**config.mk**
```make
export PLATFORM = sky130hd
export DESIGN_NAME = apb_mem_slave_flat
export DESIGN_NICKNAME = d
export VERILOG_FILES = /design/src/rtl/apb_mem_pkg.sv /design/src/rtl/apb_mem_slave_if.sv /design/src/rtl/apb_mem_regfile.sv /design/src/rtl/apb_mem_slave.sv /design/src/flat_wrapper.sv
export SDC_FILE = /design/constraint.sdc
export NUM_CORES = 2
export LEC_CHECK = 0
export ABC_CLOCK_PERIOD_IN_PS = 3100
export CAP_MARGIN = 20
export CORE_MARGIN = 8
export CORE_UTILIZATION = 47
export CTS_BUF_LIST = sky130_fd_sc_hd__clkbuf_4
export CTS_CLUSTER_DIAMETER = 100
export DETAILED_ROUTE_END_ITERATION = 8
export PLACE_DENSITY = 0.73
export REMOVE_ABC_BUFFERS = 1
export SLEW_MARGIN = 10
export SYNTH_ARGS = -nofsm -noshare
export SYNTH_HDL_FRONTEND = slang
export SYNTH_SLANG_ARGS = --single-unit
```
**constraint.sdc**
```tcl
create_clock -name PCLK -period 3.1 [get_ports PCLK]
set_input_delay 0.775 -clock PCLK [delete_from_list [all_inputs] [get_ports PCLK]]
set_output_delay 0.775 -clock PCLK [all_outputs]
set_load 0.01 [all_outputs]
```
**src/rtl/apb_mem_pkg.sv**
```systemverilog
// Shared widths and FSM state encoding for the APB memory slave.
package apb_mem_pkg;

   localparam int unsigned DATA_W = 128;
   localparam int unsigned ADDR_W = 4;
   localparam int unsigned DEPTH  = 2 ** ADDR_W;

   // WAIT is only entered when the wait-state build option is enabled.
   typedef enum logic [2:0] {
      IDLE,
      SETUP,
      WAIT,
      ACCESS,
      DONE
   } state_e;

endpackage

```
**src/rtl/apb_mem_slave_if.sv**
```systemverilog
// APB request signals plus the completion/read-data/error response.
interface apb_mem_slave_if;
   import apb_mem_pkg::*;

   logic              PSELx;
   logic              PENABLE;
   logic              PWRITE;
   logic [ADDR_W-1:0] PADDR;
   logic [DATA_W-1:0] PWDATA;
   logic [DATA_W-1:0] m_rdata;
   logic              m_ready;
   logic              m_error;

   modport master (
      output PSELx, PENABLE, PWRITE, PADDR, PWDATA,
      input  m_rdata, m_ready, m_error
   );

   modport slave (
      input  PSELx, PENABLE, PWRITE, PADDR, PWDATA,
      output m_rdata, m_ready, m_error
   );

endinterface

```
**src/rtl/apb_mem_regfile.sv**
```systemverilog
// 16 x 128 storage: one write port, one registered read port with clear.
module apb_mem_regfile
   import apb_mem_pkg::*;
(
   input  logic              clk_i,
   input  logic              rst_ni,
   input  logic              we_i,
   input  logic [ADDR_W-1:0] waddr_i,
   input  logic [DATA_W-1:0] wdata_i,
   input  logic              re_i,
   input  logic              rclr_i,
   input  logic [ADDR_W-1:0] raddr_i,
   output logic [DATA_W-1:0] rdata_o
);

   logic [DATA_W-1:0] mem_q [DEPTH];
   logic [DATA_W-1:0] rdata_q;

   always_ff @(posedge clk_i or negedge rst_ni) begin
      if (!rst_ni) begin
         for (int unsigned i = 0; i < DEPTH; i++) begin
            mem_q[i[ADDR_W-1:0]] <= '0;
         end
      end else if (we_i) begin
         mem_q[waddr_i] <= wdata_i;
      end
   end

   // Read data holds until the next read or an error-read clear.
   always_ff @(posedge clk_i or negedge rst_ni) begin
      if (!rst_ni) begin
         rdata_q <= '0;
      end else if (rclr_i) begin
         rdata_q <= '0;
      end else if (re_i) begin
         rdata_q <= mem_q[raddr_i];
      end
   end

   assign rdata_o = rdata_q;

endmodule

```
**src/rtl/apb_mem_slave.sv**
```systemverilog
// APB-style slave over a 16 x 128 register file with protocol-error reporting.
// Build option APB_WAIT_STATE_EN inserts one wait cycle before each transfer.
module apb_mem_slave
   import apb_mem_pkg::*;
(
   input  logic            PCLK,
   input  logic            PRESETn,
   apb_mem_slave_if.slave  bus
);

   state_e            state_q;
   logic [ADDR_W-1:0] addr_q;
   logic              write_q;
   logic [DATA_W-1:0] wdata_q;
   logic              ready_q;
   logic              error_q;

   logic              access;
   logic              mismatch;
   logic              xfer;
   logic              rf_we;
   logic              rf_re;
   logic              rf_rclr;
   logic [DATA_W-1:0] rf_rdata;

   assign access   = bus.PSELx & bus.PENABLE;
   assign mismatch = (bus.PADDR != addr_q) | (bus.PWRITE != write_q);

`ifdef APB_WAIT_STATE_EN
   assign xfer = (state_q == WAIT) & access;
`else
   assign xfer = (state_q == SETUP) & access;
`endif

   always_comb begin
      rf_we   = 1'b0;
      rf_re   = 1'b0;
      rf_rclr = 1'b0;
      if (xfer) begin
         rf_we   = write_q & ~mismatch;
         rf_re   = ~write_q & ~mismatch;
         rf_rclr = ~write_q & mismatch;
      end
   end

   always_ff @(posedge PCLK or negedge PRESETn) begin
      if (!PRESETn) begin
         state_q <= IDLE;
         addr_q  <= '0;
         write_q <= 1'b0;
         wdata_q <= '0;
         ready_q <= 1'b0;
         error_q <= 1'b0;
      end else begin
         ready_q <= 1'b0;
         error_q <= 1'b0;
         case (state_q)
            IDLE: begin
               if (bus.PSELx && !bus.PENABLE) begin
                  state_q <= SETUP;
                  addr_q  <= bus.PADDR;
                  write_q <= bus.PWRITE;
                  wdata_q <= bus.PWDATA;
               end else if (access) begin
                  ready_q <= 1'b1;
                  error_q <= 1'b1;
                  state_q <= DONE;
               end
            end
            SETUP: begin
               if (!bus.PSELx) begin
                  state_q <= IDLE;
               end else if (!bus.PENABLE) begin
                  addr_q  <= bus.PADDR;
                  write_q <= bus.PWRITE;
                  wdata_q <= bus.PWDATA;
               end else begin
`ifdef APB_WAIT_STATE_EN
                  state_q <= WAIT;
`else
                  ready_q <= 1'b1;
                  error_q <= mismatch;
                  state_q <= DONE;
`endif
               end
            end
`ifdef APB_WAIT_STATE_EN
            WAIT: begin
               if (!bus.PSELx) begin
                  state_q <= IDLE;
               end else if (!bus.PENABLE) begin
                  state_q <= SETUP;
                  addr_q  <= bus.PADDR;
                  write_q <= bus.PWRITE;
                  wdata_q <= bus.PWDATA;
               end else begin
                  ready_q <= 1'b1;
                  error_q <= mismatch;
                  state_q <= DONE;
               end
            end
`endif
            DONE: begin
               if (bus.PSELx && !bus.PENABLE) begin
                  state_q <= SETUP;
                  addr_q  <= bus.PADDR;
                  write_q <= bus.PWRITE;
                  wdata_q <= bus.PWDATA;
               end else if (!bus.PSELx) begin
                  state_q <= IDLE;
               end
            end
            default: state_q <= IDLE;
         endcase
      end
   end

   apb_mem_regfile u_regfile (
      .clk_i   (PCLK),
      .rst_ni  (PRESETn),
      .we_i    (rf_we),
      .waddr_i (addr_q),
      .wdata_i (wdata_q),
      .re_i    (rf_re),
      .rclr_i  (rf_rclr),
      .raddr_i (addr_q),
      .rdata_o (rf_rdata)
   );

   assign bus.m_rdata = rf_rdata;
   assign bus.m_ready = ready_q;
   assign bus.m_error = error_q;

endmodule

```
**src/flat_wrapper.sv**
```systemverilog
// flat-port wrapper written by rule: the top's interface ports become plain ports
module apb_mem_slave_flat import apb_mem_pkg::*;
  (PCLK, PRESETn, bus_PSELx, bus_PENABLE, bus_PWRITE, bus_PADDR, bus_PWDATA, bus_m_rdata, bus_m_ready, bus_m_error);
  apb_mem_slave_if bus_i ();
  input  logic PCLK;
  input  logic PRESETn;
  input wire logic [$bits(bus_i.PSELx)-1:0] bus_PSELx;
  input wire logic [$bits(bus_i.PENABLE)-1:0] bus_PENABLE;
  input wire logic [$bits(bus_i.PWRITE)-1:0] bus_PWRITE;
  input wire logic [$bits(bus_i.PADDR)-1:0] bus_PADDR;
  input wire logic [$bits(bus_i.PWDATA)-1:0] bus_PWDATA;
  output wire logic [$bits(bus_i.m_rdata)-1:0] bus_m_rdata;
  output wire logic [$bits(bus_i.m_ready)-1:0] bus_m_ready;
  output wire logic [$bits(bus_i.m_error)-1:0] bus_m_error;
  assign bus_i.PSELx = bus_PSELx;
  assign bus_i.PENABLE = bus_PENABLE;
  assign bus_i.PWRITE = bus_PWRITE;
  assign bus_i.PADDR = bus_PADDR;
  assign bus_i.PWDATA = bus_PWDATA;
  assign bus_m_rdata = bus_i.m_rdata;
  assign bus_m_ready = bus_i.m_ready;
  assign bus_m_error = bus_i.m_error;
  apb_mem_slave u_core (.PCLK(PCLK), .PRESETn(PRESETn), .bus(bus_i));
endmodule
```
==> impl_metrics.py <==
metrics = {
    "detailed_routing": {
        "routed_wl_um": 254900,
        "ant_nets": 0,
        "drc": 0,
        "wl_per_cell_um": 24.26,
        "drtPass1Iterations": 7,
        "drt_iter0_markers": 3887,
        "via_count": 60340,
        "routed_via_density": 5.742,
    },
    "finish": {
        "finalNetCount": 7355,
        "drive_gt1_share_pct": 51.42,
        "syn_to_final_growth_pct": 15.98,
        "fin_util_pct": 54.78,
    },
    "place": {
        "hpwl_um": 158500,
        "gp_congestion": 0.7712,
        "io_buffers": 266,
    },
    "global_routing": {
        "antenna_found_initial": 4,
        "grt_max_degree": 131,
        "grt_pass1_vias": 66990,
        "overflow": 0,
        "grt_util_met1_pct": 28.80,
        "track_usage_pct": 21.53,
        "use_met3_pct": 4.053,
        "grt_pass1_wl_um": 402900,
        "busiest_layer": "met2",
        "use_met2_pct": 35.59,
    },
    "setup_path": {
        "rr_worst_depth": 7,
        "end_kind": "output port",
        "required_ps": 2320,
        "cp_num_buf_inv": 1,
        "worstPathMaxFanout": 2,
        "r2r-start": "u_core.addr_q[2]$_DFFE_PN0P_",
        "crit_chain": "clkdlybuf4s15_1",
        "cpPeakStageDelay_ps": 480,
        "slowest_stage": "dfrtp_1",
        "critPathLaunchType": "flip-flop",
        "r2r_setup_slack_ps": 340,
        "cp.arrival_ps": 2100,
        "r2r_end": "u_core.u_regfile.mem_q[1631]$_DFFE_PN0P_",
        "crit_type": "flip-flop to output port",
        "critPathTopFamily": "flip-flops",
    },
    "floorplan": {
        "die_area_sq_um": 235900,
        "die_h_um": 485.7,
        "io_pins": 267,
        "placeableCoreArea_sq_um": 219500,
        "start_util_pct": 47.23,
        "die_x_um": 485.7,
        "rows": 172,
    },
    "sta": {
        "period_needed_ps": 2877,
        "finalHoldViolations": 0,
        "setup_viol": 0,
        "rsz0062_at_grt": "false",
        "timing.hold.ws_ps": 193.7,
        "finClkSkew_ps": 112.6,
        "relSlewSlack_pct": 35.55,
        "tightest_slew_ps": 966.7,
        "post-route-period-util_pct": 92.79,
        "slew_violations": 0,
        "max_freq_ghz": 0.3476,
    },
    "yosys": {
        "synth-main-ff-cell": "dfrtp_1",
        "synth_edf_count": 0,
        "synth_cells": 6419,
        "syn_area_sq_um": 103700,
        "synth_cell_types": 40,
        "ys_async_sr_fraction_pct": 100.0,
        "ys_warn_count": 0,
        "synth.avg_cell_area_sq_um": 16.15,
        "ys_seq_elements": 2313,
        "yosysSeqAreaShare_pct": 55.83,
    },
    "power": {
        "vdd_drop_max_mv": 0.3172,
        "p_leak_uw": 0.06049,
        "powerDensity_nw_per_um2": 535.9,
    },
    "clocking": {
        "cts_tree": "built",
        "clkSinkCount": 2313,
        "numCtsBuffers": 626,
        "cts_buffer_depth": 4,
        "clockRootBuffer": "clkbuf_4",
        "worstSkewPairLatency_ps": 1370,
        "clk_pin_slew_ps": 60,
        "cts_max_level": 6,
    },
    "min_path": {
        "min_path_type": "input pin to flip-flop",
        "hp-start": "bus_PWDATA[67]",
        "hold_end": "u_core.wdata_q[67]$_DFFE_PN0P_",
        "hold_depth": 2,
    },
    "job": {
        "cap_viol_max_count": 0,
    },
    "status": {
        "status": "complete, no violations",
    },
}
-- report_power, final --
part / switching (uW) / internal (uW)
logic: 3310 / 2410
clock network: 12400 / 14000
registers: 1670 / 30600
total: 17400 / 47000
-- synth_stat cells, drive strengths merged (4+ instances only) --
cell type / n / share of area (%)
nand2b: 5 / 0.030
clkbuf: 267 / 0.97
nand2: 130 / 0.47
a32o: 127 / 1.2
o22ai: 127 / 0.77
a211o: 127 / 1.1
nand4: 13 / 0.093
mux2i: 381 / 3.7
buf: 331 / 2.2
mux4: 386 / 8.4
dfrtp: 2313 / 56
mux2: 2181 / 25
nor2: 4 / 0.014
-- worst reg2reg max path, cell delays in order, from the launching register on --
cell and delay (ps):
dfrtp_4 580, xnor2_1 290, and4_1 470, buf_4 210
nand4_1 230, buf_4 260, buf_12 170, mux2_2 370
-- repair_timing --
item / CTS / global route
hold buffers: 135 / 0
gates resized for setup: 161 / 0
setup endpoints to repair: 130 / 0
setup buffers: 3 / 0
hold endpoints to repair: 2281 / 0
-- cells in the final DEF (no fill, tap or decap), drive strengths merged, types with 5 or more instances in the layout --
| master | count |
|---|---|
| o22ai | 127 |
| diode | 6 |
| mux2i | 381 |
| clkinv | 99 |
| clkdlybuf4s15 | 14 |
| mux2 | 2181 |
| bufinv | 7 |
| a32o | 127 |
| buf | 370 |
| clkdlybuf4s50 | 135 |
| mux4 | 386 |
| inv | 17 |
| nand4 | 13 |
| dfrtp | 2313 |
| dlygate4sd2 | 116 |
| nand2b | 5 |
| clkbuf | 916 |
| a211o | 127 |
| nand2 | 130 |
| dlygate4sd3 | 134 |
-- worst max-delay path by stage --
stage / startpoint / endpoint / slack, ps / cells after the start
global placement: bus_PSELx / u_core.u_regfile.mem_q[1413]$_DFFE_PN0P_ / -340 / 7
finish: u_core.u_regfile.rdata_o[20]$_DFFE_PN0P_ / bus_m_rdata[20] / 220 / 1
CTS: u_core.u_regfile.rdata_o[16]$_DFFE_PN0P_ / bus_m_rdata[16] / 4 / 1
global route: u_core.u_regfile.rdata_o[8]$_DFFE_PN0P_ / bus_m_rdata[8] / 60 / 1
detailed placement: bus_PSELx / u_core.u_regfile.mem_q[1411]$_DFFE_PN0P_ / -320 / 7
floorplan: u_core.addr_q[0]$_DFFE_PN0P_ / u_core.u_regfile.rdata_o[0]$_DFFE_PN0P_ / -29020 / 3
-- per-layer routing --
| layer | wire length, um | up-vias |
|---|---|---|
| li1 | - | 25940 |
| met1 | 111200 | 32500 |
| met2 | 125800 | 1489 |
| met3 | 11290 | 409 |
| met4 | 6678 | 0 |
| met5 | 0 | - |
-- registers in the layout (all words and copies together), names as in the netlist --
name                      cells
u_core.u_regfile.mem_q     2048
u_core.u_regfile.rdata_o    128
u_core.wdata_q              128
u_core.addr_q                 4
u_core.state_q                2
u_core.bus.m_error            1
u_core.bus.m_ready            1
u_core.write_q                1
-- through the flow --
| stage | setup TNS, ps | std cells | worst slack (ps) | cell area (sq um) | power (uW) |
|---|---|---|---|---|---|
| 2_1_floorplan | - | 5821 | -29020 | 100400 | 35900 |
| 3_3_place_gp | -135960 | 9323 | -339.2 | 111400 | 38420 |
| 3_5_place_dp | -161230 | 9323 | -324.0 | 111400 | 38530 |
| 4_1_cts | 0 | 10500 | 4.009 | 120200 | 65450 |
| 5_1_grt | 0 | 10510 | 56.84 | 120300 | 67530 |
| 6_report | 0 | 10510 | 223.4 | 120300 | 64440 |
-- cell families (layout without fill, tap and decap cells) --
family / Yosys count / after routing / share of synthesized area, %
and+or+nand+nor: 172 / 172 / 0.8146
xor gates and xnor gates: 3 / 3 / 0.03259
DFF: 2313 / 2313 / 55.83
buffers and inverters: 599 / 1811 / 3.185
other: 0 / 6 / 0
AOI/OAI and AO/OA: 384 / 384 / 3.087
muxes: 2948 / 2948 / 37.05
-- cell type report --
type	count	area, sq um
clock inverters	125	685.7
multi-input cells	3507	42520
inverters	1	3.754
fillers	17520	99260
clock buffers	916	6877
flip-flops and latches	2313	57910
diodes	6	15.01
repair buffers	769	8638
well taps	2871	3592
No activity file was read; power rests on OpenSTA's default activity.
